**src/rtl/rx_command_controller.sv**
```systemverilog
// -----------------------------------------------------------------------------
// rx_command_controller
//
// Parses ASCII command frames of the form '#' <1..4 decimal digits> CR coming
// from an 8N1 byte receiver and commits them as a right-aligned BCD value.
// Malformed frames (bad character, too many digits, empty frame, inter-byte
// timeout) are aborted with a one-cycle error pulse and counted.
//
// Ports
//   clock        system clock, all state on its rising edge
//   reset        asynchronous active-low reset
//   rx_valid     one-cycle strobe, rx_byte holds a received byte
//   rx_byte      received byte
//   digits       committed BCD value, least-significant digit in [3:0]
//   digit_count  number of digits in the last committed frame (0..4)
//   frame_valid  one-cycle pulse, a frame was committed
//   frame_error  one-cycle pulse, a frame was aborted
//   busy         high while a frame is in progress or being closed
//   error_count  saturating count of aborted frames
// -----------------------------------------------------------------------------
module rx_command_controller #(
    parameter int MAX_DIGITS     = 4,
    parameter int TIMEOUT_CYCLES = 434000
) (
    input  logic                    clock,
    input  logic                    reset,
    input  logic                    rx_valid,
    input  logic [7:0]              rx_byte,
    output logic [4*MAX_DIGITS-1:0] digits,
    output logic [2:0]              digit_count,
    output logic                    frame_valid,
    output logic                    frame_error,
    output logic                    busy,
    output logic [7:0]              error_count
);

    localparam int BUF_W   = 4 * MAX_DIGITS;
    localparam int TIMER_W = (TIMEOUT_CYCLES > 1) ? $clog2(TIMEOUT_CYCLES) : 1;
    localparam logic [TIMER_W-1:0] TIMER_LAST = TIMER_W'(TIMEOUT_CYCLES - 1);
    localparam logic [2:0]         COUNT_MAX  = 3'(MAX_DIGITS);

    localparam logic [7:0] CHAR_HASH = 8'h23;
    localparam logic [7:0] CHAR_CR   = 8'h0D;
    localparam logic [7:0] CHAR_ZERO = 8'h30;
    localparam logic [7:0] CHAR_NINE = 8'h39;

    typedef enum logic [1:0] {
        IDLE    = 2'd0,
        COLLECT = 2'd1,
        DONE    = 2'd2,
        ERROR   = 2'd3
    } state_t;

    state_t              state_r, next_state_s;
    logic [BUF_W-1:0]    buffer_r, buffer_next_s;
    logic [2:0]          count_r, count_next_s;
    logic [TIMER_W-1:0]  timer_r, timer_next_s;

    // ASCII '0'..'9'
    function automatic logic is_digit(input logic [7:0] b);
        return (b >= CHAR_ZERO) && (b <= CHAR_NINE);
    endfunction

    // Next-state and frame-buffer update logic
    always_comb begin
        next_state_s  = state_r;
        buffer_next_s = buffer_r;
        count_next_s  = count_r;
        timer_next_s  = timer_r;
        case (state_r)
            IDLE: begin
                if (rx_valid && (rx_byte == CHAR_HASH)) begin
                    next_state_s  = COLLECT;
                    buffer_next_s = '0;
                    count_next_s  = 3'd0;
                    timer_next_s  = '0;
                end else begin
                    next_state_s = IDLE;
                end
            end
            COLLECT: begin
                // A byte arriving in the same cycle wins over the timeout.
                if (rx_valid) begin
                    if (is_digit(rx_byte)) begin
                        if (count_r == COUNT_MAX) begin
                            next_state_s = ERROR;
                        end else begin
                            buffer_next_s = {buffer_r[BUF_W-5:0], 4'(rx_byte - CHAR_ZERO)};
                            count_next_s  = count_r + 3'd1;
                            timer_next_s  = '0;
                        end
                    end else if (rx_byte == CHAR_CR) begin
                        if (count_r == 3'd0) begin
                            next_state_s = ERROR;
                        end else begin
                            next_state_s = DONE;
                        end
                    end else if (rx_byte == CHAR_HASH) begin
                        // Restart the frame without reporting an error.
                        buffer_next_s = '0;
                        count_next_s  = 3'd0;
                        timer_next_s  = '0;
                    end else begin
                        next_state_s = ERROR;
                    end
                end else begin
                    if (timer_r == TIMER_LAST) begin
                        next_state_s = ERROR;
                    end else begin
                        timer_next_s = timer_r + TIMER_W'(1);
                    end
                end
            end
            DONE:    next_state_s = IDLE;
            ERROR:   next_state_s = IDLE;
            default: next_state_s = IDLE;
        endcase
    end

    // State, frame buffer and registered outputs
    always_ff @(posedge clock or negedge reset) begin
        if (!reset) begin
            state_r     <= IDLE;
            buffer_r    <= '0;
            count_r     <= 3'd0;
            timer_r     <= '0;
            digits      <= '0;
            digit_count <= 3'd0;
            frame_valid <= 1'b0;
            frame_error <= 1'b0;
            busy        <= 1'b0;
            error_count <= 8'd0;
        end else begin
            state_r     <= next_state_s;
            buffer_r    <= buffer_next_s;
            count_r     <= count_next_s;
            timer_r     <= timer_next_s;
            // Outputs follow the state being entered, so they line up with it.
            frame_valid <= (next_state_s == DONE);
            frame_error <= (next_state_s == ERROR);
            busy        <= (next_state_s != IDLE);
            // Commit on the CR edge so digits appear together with frame_valid.
            if (next_state_s == DONE) begin
                digits      <= buffer_r;
                digit_count <= count_r;
            end
            if ((next_state_s == ERROR) && (error_count != 8'hFF)) begin
                error_count <= error_count + 8'd1;
            end
        end
    end

endmodule
```
**config.mk**
```make
export PLATFORM = sky130hd
export DESIGN_NAME = rx_command_controller
export DESIGN_NICKNAME = d
export VERILOG_FILES = /design/src/rtl/rx_command_controller.sv
export SDC_FILE = /design/constraint.sdc
export NUM_CORES = 1
export LEC_CHECK = 0
export ABC_AREA = 1
export BUFFER_PORTS_ARGS = -buffer_cell sky130_fd_sc_hd__buf_2
export CAP_MARGIN = 20
export CORE_MARGIN = 8
export CORE_UTILIZATION = 50
export CTS_BUF_LIST = sky130_fd_sc_hd__clkbuf_4 sky130_fd_sc_hd__clkbuf_8 sky130_fd_sc_hd__clkbuf_16
export CTS_CLUSTER_DIAMETER = 150
export DETAILED_ROUTE_END_ITERATION = 8
export PLACE_DENSITY = 0.74
export SETUP_SLACK_MARGIN = 0.2
export SYNTH_ARGS = -nofsm -noshare
export SYNTH_HDL_FRONTEND = slang
export SYNTH_SLANG_ARGS = --single-unit
export TNS_END_PERCENT = 20
```
**constraint.sdc**
```tcl
create_clock -name clock -period 4.83 [get_ports clock]
set_clock_uncertainty 0.15 [all_clocks]
set_input_delay 0.483 -clock clock [delete_from_list [all_inputs] [get_ports clock]]
set_output_delay 0.483 -clock clock [all_outputs]
set_load 0.02 [all_outputs]
```
==> results of run 1 <==
per-layer routing:
| metal | global-route usage (%) | wire length [µm] |
|---|---|---|
| met5 | 0 | 0 |
| met1 | 22.5 | 3910 |
| met4 | 6.64 | 89 |
| met3 | 4.05 | 370 |
| met2 | 26.3 | 3820 |
worst register-to-register path: cells and delay by family (launching register included):
| kind | cells | cell delay (ns) |
|---|---|---|
| and+or+nand+nor | 3 | 1.11 |
| AOI/OAI and AO/OA | 1 | 0.47 |
| DFF | 1 | 0.38 |
| buffers and inverters | 2 | 0.29 |
power by group through the flow:
stage,Clock (µW),Combinational (µW),Sequential (µW)
after floorplan,0,85.1,648
after global placement,0,138,638
after detailed placement,0,140,639
after CTS,506,140,628
after global routing,530,156,631
final,493,142,628
metrics by stage:
step | hold WS (ns) | cell area (µm²) | setup slack (ns)
after floorplan | 0.0374 | 3670 | 2.92
after global placement | 0.308 | 3900 | 2.45
after detailed placement | 0.310 | 3900 | 2.29
after CTS | 0.166 | 4110 | 2.36
after global routing | 0.265 | 4140 | 2.17
final | 0.278 | 4140 | 2.34
final cells by class:
type                       count  area (µm²)
fill                         669        3040
sequential                    70        1750
clock inverter                 6        68.8
tap                           99         124
clock buffer                  10         138
timing repair buffer          43         238
multi-input combinational    360        1690
inverter                      34         130
worst paths after layout:
kind                            startpoint           end  slack, ns  cells past startpoint
worst max-delay path            state_r[0]  buffer_r[15]       2.34                      6
worst min-delay path            rx_byte[0]   buffer_r[0]       0.28                      3
worst max register to register  state_r[0]  buffer_r[15]       2.34                      6
worst min register to register  digits[13]    digits[13]       0.33                      2
max in group asynchronous            reset   buffer_r[2]       3.31                      4
min in group asynchronous            reset    timer_r[9]       0.36                      2
sequential cells by signal (all words and copies together) (netlist names):
name and cells:
frame_valid 1, buffer_r 16, error_count 8, timer_r 19
digits 16, count_r 3, busy 1, state_r 2
digit_count 3, frame_error 1
placed cells by master (no fill, tap or decap), drive strengths merged:
master,n
a21oi,1
a31o,6
buf,42
bufinv,1
clkbuf,10
clkinv,2
clkinvlp,1
dfrtp,70
dlygate4sd3,1
ha,4
inv,36
nand2,211
nand3,25
nand4,22
nor2,46
nor3,4
nor3b,1
nor4,2
o21ai,25
o21bai,1
or2,3
xnor2,1
xor2,8
cell families (layout without fill, tap and decap cells):
| logic type | after synthesis | count (layout) | share of synthesized area [%] |
|---|---|---|---|
| AOI/OAI and AO/OA | 33 | 33 | 5.28 |
| and+or+nand+nor | 314 | 314 | 37.1 |
| xor gates and xnor gates | 9 | 9 | 2.15 |
| buffers and inverters | 48 | 93 | 6.37 |
| DFF | 70 | 70 | 47.7 |
| adders and majority gates | 4 | 4 | 1.36 |
==> results.json, run 1 <==
{
  "cts_tree": "built",
  "vias": 3152,
  "synth_cell_types": 34,
  "p_int_uw": 897,
  "rsz0062_at_grt": "no",
  "netSwitchingFraction_pct": 29.0,
  "ir_drop_mv": 0.227,
  "synth_area_leaders": "dfrtp_1, nand2_1, nor2_1",
  "area_delta_synth_final_pct": 12.6,
  "drc": 0,
  "cp.required_ns": 4.92,
  "die_y_um": 102,
  "status": "finished, final reports clean",
  "synth_common_cells": "nand2_1, dfrtp_1, nor2_1, inv_1, nand3_1",
  "worstSetupPathType": "flop to flop",
  "fin_crit_ns": 2.49,
  "cts_buffer_depth": 2,
  "drtIter0Drc": 234,
  "power_density_nw_per_um2": 305,
  "io_buffers": 40,
  "synth_top_area_share_pct": 47.7,
  "die_x_um": 102,
  "ctsHoldBuffers": 0,
  "syn-instance-count": 478,
  "slew_violations": 0,
  "yosys_most_used_dff": "dfrtp_1",
  "utilization_pct": 57.6,
  "fmax_mhz": 401,
  "core_um2": 7180,
  "cts_sinks": 70,
  "synth_most_common_cell": "nand2_1",
  "power_leakage_uw": 0.00210,
  "place_inst": 604,
  "final_cells": 622,
  "nets": 533,
  "ys_seq_elements": 70,
  "fin_crit_sh_pct": 51.6,
  "antenna_cells": 0,
  "overflow": 0,
  "maxCapViolCount": 0,
  "ctsResizeCount": 0,
  "grt_max_degree": 44,
  "path_max_fanout": 38,
  "cts.htree.levels": 3,
  "dieArea_um2": 10300,
  "rows": 31,
  "antenna_found_initial": 0,
  "power_uw": 1260,
  "io_pins": 41,
  "grt_pass1_wl_um": 14100,
  "startpoint_type": "flop",
  "share_seq_of_total_power_pct": 49.7,
  "worst_path_largest_cell_delay_ns": 0.67,
  "setup_tns_ns": 0,
  "clk_pin_slew_ns": 0.08,
  "clock-root-buffer": "clkbuf_8",
  "grt_usage_pct": 17.0,
  "cp_cell_sequence": "inv_1 -> nor2_4 -> inv_2 -> nand2_2 -> nand4_2 -> o21ai_0",
  "final_hold_viol_count": 0,
  "gp_congestion": 0.883,
  "cpMaxStageDelayCell": "nand4_2",
  "arrival_ns": 2.58,
  "clkLatencyLatePin_ns": 0.35,
  "grt_pass1_vias": 3077,
  "dp_hpwl_um": 5640,
  "syn_nets": 493,
  "clkPwrFrac_pct": 39.0,
  "synth_area_per_cell_um2": 7.68,
  "synth-async-reset-ratio_pct": 100,
  "worstMarginPinSlew_ns": 0.857,
  "seq_area_frac_synth_pct": 47.7,
  "p_switching_uw": 366,
  "drt_first_pass_iters": 5,
  "routed_via_density": 5.07,
  "hold_class": "primary input to flop",
  "post_cts_buffers": 0,
  "yosysTopAreaCell": "dfrtp_1",
  "max_slew_margin_pct": 42.7,
  "antenna_violating_nets_post_route": 0,
  "endpoint_kind": "flop",
  "synth_enable_flop_cells": 0,
  "comb_power_share_pct": 11.2,
  "wirelength_um": 8190,
  "cpLargestDelayFamily": "simple AND/OR/NAND/NOR gates",
  "cts-buffers-inserted": 9,
  "netlist_area_um2": 3670,
  "drive_above_1_share_pct": 16.4,
  "avgRoutedWirePerCell_um": 13.2,
  "start_util_pct": 51.2,
  "path_buf_inv": 2,
  "setup_viol": 0,
  "synth_warnings": 0
}
Power figures use the tool's default switching activity.
==> inputs of run 2 (changes only) <==
--- a/config.mk
+++ b/config.mk
@@ -5,7 +5,7 @@
 export SDC_FILE = /design/constraint.sdc
 export NUM_CORES = 1
 export LEC_CHECK = 0
-export ABC_AREA = 1
+export ABC_AREA = 0
 export BUFFER_PORTS_ARGS = -buffer_cell sky130_fd_sc_hd__buf_2
 export CAP_MARGIN = 20
 export CORE_MARGIN = 8
@@ -13,7 +13,7 @@
 export CTS_BUF_LIST = sky130_fd_sc_hd__clkbuf_4 sky130_fd_sc_hd__clkbuf_8 sky130_fd_sc_hd__clkbuf_16
 export CTS_CLUSTER_DIAMETER = 150
 export DETAILED_ROUTE_END_ITERATION = 8
-export PLACE_DENSITY = 0.74
+export PLACE_DENSITY = 0.77
 export SETUP_SLACK_MARGIN = 0.2
 export SYNTH_ARGS = -nofsm -noshare
 export SYNTH_HDL_FRONTEND = slang
==> constraint.sdc (replaced) <==
create_clock -name clock -period 2.2 [get_ports clock]
set_clock_uncertainty 0.15 [all_clocks]
set_input_delay 0.22 -clock clock [delete_from_list [all_inputs] [get_ports clock]]
set_output_delay 0.22 -clock clock [all_outputs]
set_load 0.02 [all_outputs]
==> run 2 against run 1 <==
Compared with the run above: the run now ends with setup timing left; die area shrank 6.4%; non-clock buffer count grew 43; synthesized cell count shrank 31%; clock power grew 100%; critical path depth grew 1; maximum frequency grew 6.8%; final cell count shrank 20%; core utilization grew 6.9 points; synthesized area shrank 7.6%; hold slack lost 0.20 ns; combinational power grew to 3.9 times the previous value; critical endpoint is now digits[1]; largest power group unchanged; highest routed layer unchanged.
==> results.json, run 2 <==
{
  "fmax_mhz": 429,
  "io_buffers": 40,
  "path_buf_inv": 1,
  "yosys_most_used_dff": "dfrtp_1",
  "slew_violations": 0,
  "start_util_pct": 50.8,
  "endpoint_kind": "flop",
  "worst_slack_ns": -0.133,
  "final_cell_mix": "dfrtp_1, nand2_1, buf_2",
  "share_seq_of_total_power_pct": 49.2,
  "synth_common_cells": "dfrtp_1, nand2_1, nand3_1, nor2_1, mux2_2",
  "hold_class": "primary input to flop",
  "synth-async-reset-ratio_pct": 100,
  "synth_area_per_cell_um2": 10.3,
  "wirelength_um": 7980,
  "top_register": "timer_r",
  "cts-buffers-inserted": 9,
  "clkLatencyLatePin_ns": 0.35,
  "ir_drop_mv": 0.739,
  "synth_most_common_cell": "dfrtp_1",
  "startpoint_type": "flop",
  "synth_enable_flop_cells": 0,
  "netSwitchingFraction_pct": 32.9,
  "cpLargestDelayFamily": "simple AND/OR/NAND/NOR gates",
  "overflow": 0,
  "synth_simple_gate_area_share_pct": 24.5,
  "fin_crit_ns": 2.33,
  "largest_reg_flops": 19,
  "power_leakage_uw": 0.00212,
  "ys_seq_elements": 70,
  "comb_power_share_pct": 18.0,
  "die_x_um": 98.4,
  "drc": 0,
  "clk_pin_slew_ns": 0.08,
  "antenna_found_initial": 0,
  "maxCapViolCount": 0,
  "netlist_area_um2": 3390,
  "avgRoutedWirePerCell_um": 16.1,
  "nets": 426,
  "syn_nets": 344,
  "worstMarginPinSlew_ns": 0.573,
  "grt_pass1_vias": 2915,
  "cpMaxStageDelayCell": "or4_4",
  "area_delta_synth_final_pct": 27.1,
  "antenna_cells": 0,
  "synth_warnings": 0,
  "synthAdderAreaFrac_pct": 1.47,
  "arrival_ns": 2.42,
  "synth_top_family_by_area": "simple AND/OR/NAND/NOR gates",
  "power_density_nw_per_um2": 705,
  "dieArea_um2": 9680,
  "final_hold_viol_count": 0,
  "cp_cell_sequence": "or4_4 -> nor4_4 -> and2_4 -> o211ai_4 -> nor2b_4 -> buf_12 -> mux2_2",
  "grt_pass1_wl_um": 13500,
  "clock-root-buffer": "clkbuf_8",
  "drive_above_1_share_pct": 34.4,
  "cts_sinks": 70,
  "vias": 2805,
  "drt_first_pass_iters": 4,
  "setup_viol": 29,
  "clkPwrFrac_pct": 32.8,
  "grt_max_degree": 29,
  "drtIter0Drc": 96,
  "cp.required_ns": 2.29,
  "n_fill_cell": 519,
  "synthMuxAreaShare_pct": 7.82,
  "dp_hpwl_um": 5500,
  "top_regs": "timer_r (19), buffer_r (16), digits (16)",
  "cts.htree.levels": 3,
  "routed_via_density": 5.66,
  "synth_top_area_share_pct": 51.6,
  "p_switching_uw": 1000,
  "worst_path_largest_cell_delay_ns": 0.56,
  "cts_buffer_depth": 2,
  "status": "finished with violations",
  "syn-instance-count": 329,
  "die_y_um": 98.4,
  "whs_ns": 0.0818,
  "worstSetupPathType": "flop to flop",
  "grt_usage_pct": 17.1,
  "cts_tree": "built",
  "synth-compound-area-share_pct": 9.03,
  "synth_cell_types": 47,
  "seq_area_frac_synth_pct": 51.6,
  "fin_crit_sh_pct": 106,
  "failed_checks": "setup timing",
  "gp_congestion": 0.856,
  "rsz0062_at_grt": "yes",
  "rows": 30,
  "p_int_uw": 2040,
  "antenna_violating_nets_post_route": 0,
  "yosysTopAreaCell": "dfrtp_1",
  "core_um2": 6680,
  "path_max_fanout": 20,
  "dp_slack_ns": -0.130,
  "synth_xor_area_share_pct": 1.55,
  "io_pins": 41,
  "synth_area_leaders": "dfrtp_1, nand2_1, mux2_2",
  "final_common_cell": "dfrtp_1",
  "max_slew_margin_pct": 61.8
}
-- run 2: cell types whose count changed in the layout (fill, tap and decap cells not counted), sizes merged, moves of 10 or more --
cell,change
nand2,-149
buf,+40
nor2,-28
inv,-20
mux2,+20
o21ai,-17
nand4,-13
nand3,+12
o211ai,+11
or4,+10
-- run 2: final cells by class --
class / instances / area (µm²) / area share, %
Inverter: 11 / 41.3 / 0.958
Clock buffer: 9 / 124 / 2.87
Clock inverter: 7 / 65.1 / 1.51
Timing Repair Buffer: 86 / 604 / 14.0
Tap cell: 80 / 100 / 2.32
Sequential cell: 70 / 1750 / 40.6
Multi-Input combinational cell: 233 / 1630 / 37.7
-- run 2: cells by family (layout without fill, tap and decap cells) --
logic type,after synthesis,in the layout
flip-flops,70,70
buffers and inverters,26,113
AND/OR/NAND/NOR,164,164
AO/OA/AOI/OAI,35,35
multiplexers,24,24
XOR/XNOR,6,6
adder cells (fa/ha/maj),4,4
-- run 2: layer usage --
metal | vias up | share of wire [%] | GRT usage, %
met5 | - | 0 | 0
li1 | 1349 | - | -
met4 | 0 | 1.9 | 7.91
met2 | 68 | 51 | 28.8
met1 | 1372 | 42 | 19.4
met3 | 16 | 4.8 | 5.12
-- run 2: power by group through the flow --
stage / Sequential, µW / Clock, µW / Combinational, µW
floorplan: 1580 / 0 / 200
global placement: 1510 / 0 / 484
detailed placement: 1510 / 0 / 499
CTS: 1490 / 1020 / 539
global route: 1510 / 1080 / 594
finish: 1490 / 999 / 547
-- run 2: final timing paths --
check | slack (ns) | cells after the start | from | to
min in group asynchronous | 0.25 | 2 | reset | buffer_r[6]
max in group asynchronous | 0.92 | 3 | reset | error_count[1]
hold / removal | 0.08 | 4 | rx_byte[1] | buffer_r[1]
setup / recovery | -0.13 | 7 | timer_r[7] | digits[1]
hold reg to reg | 0.33 | 2 | buffer_r[14] | buffer_r[14]
setup reg to reg | -0.13 | 7 | timer_r[7] | digits[1]
-- run 2: what timing repair did --
item	in CTS	in global routing
buffers inserted	0	0
endpoints found under the hold margin	28	0
endpoints found under the setup margin	60	66
hold buffers	4	0
resized for setup	14	15
pin swaps	10	5
-- run 2: worst reg2reg max path: stages, from the launching register on --
cell      delay [ns]
dfrtp_1         0.39
or4_4           0.56
nor4_4          0.16
and2_4          0.20
o211ai_4        0.09
nor2b_4         0.15
buf_12          0.17
mux2_2          0.36
-- run 2: through the flow --
step                total power [µW]  area (µm²)  setup TNS, ns  utilization (%)  instances
detailed placement              2010        3950          -3.02             59.2        476
global placement                1990        3950          -2.02             59.2        476
CTS                             3050        4250          -2.33             63.7        496
global route                    3180        4310          -5.68             64.5        496
floorplan                       1780        3390          -1.26                -        329
finish                          3040        4310          -2.60             64.5        496
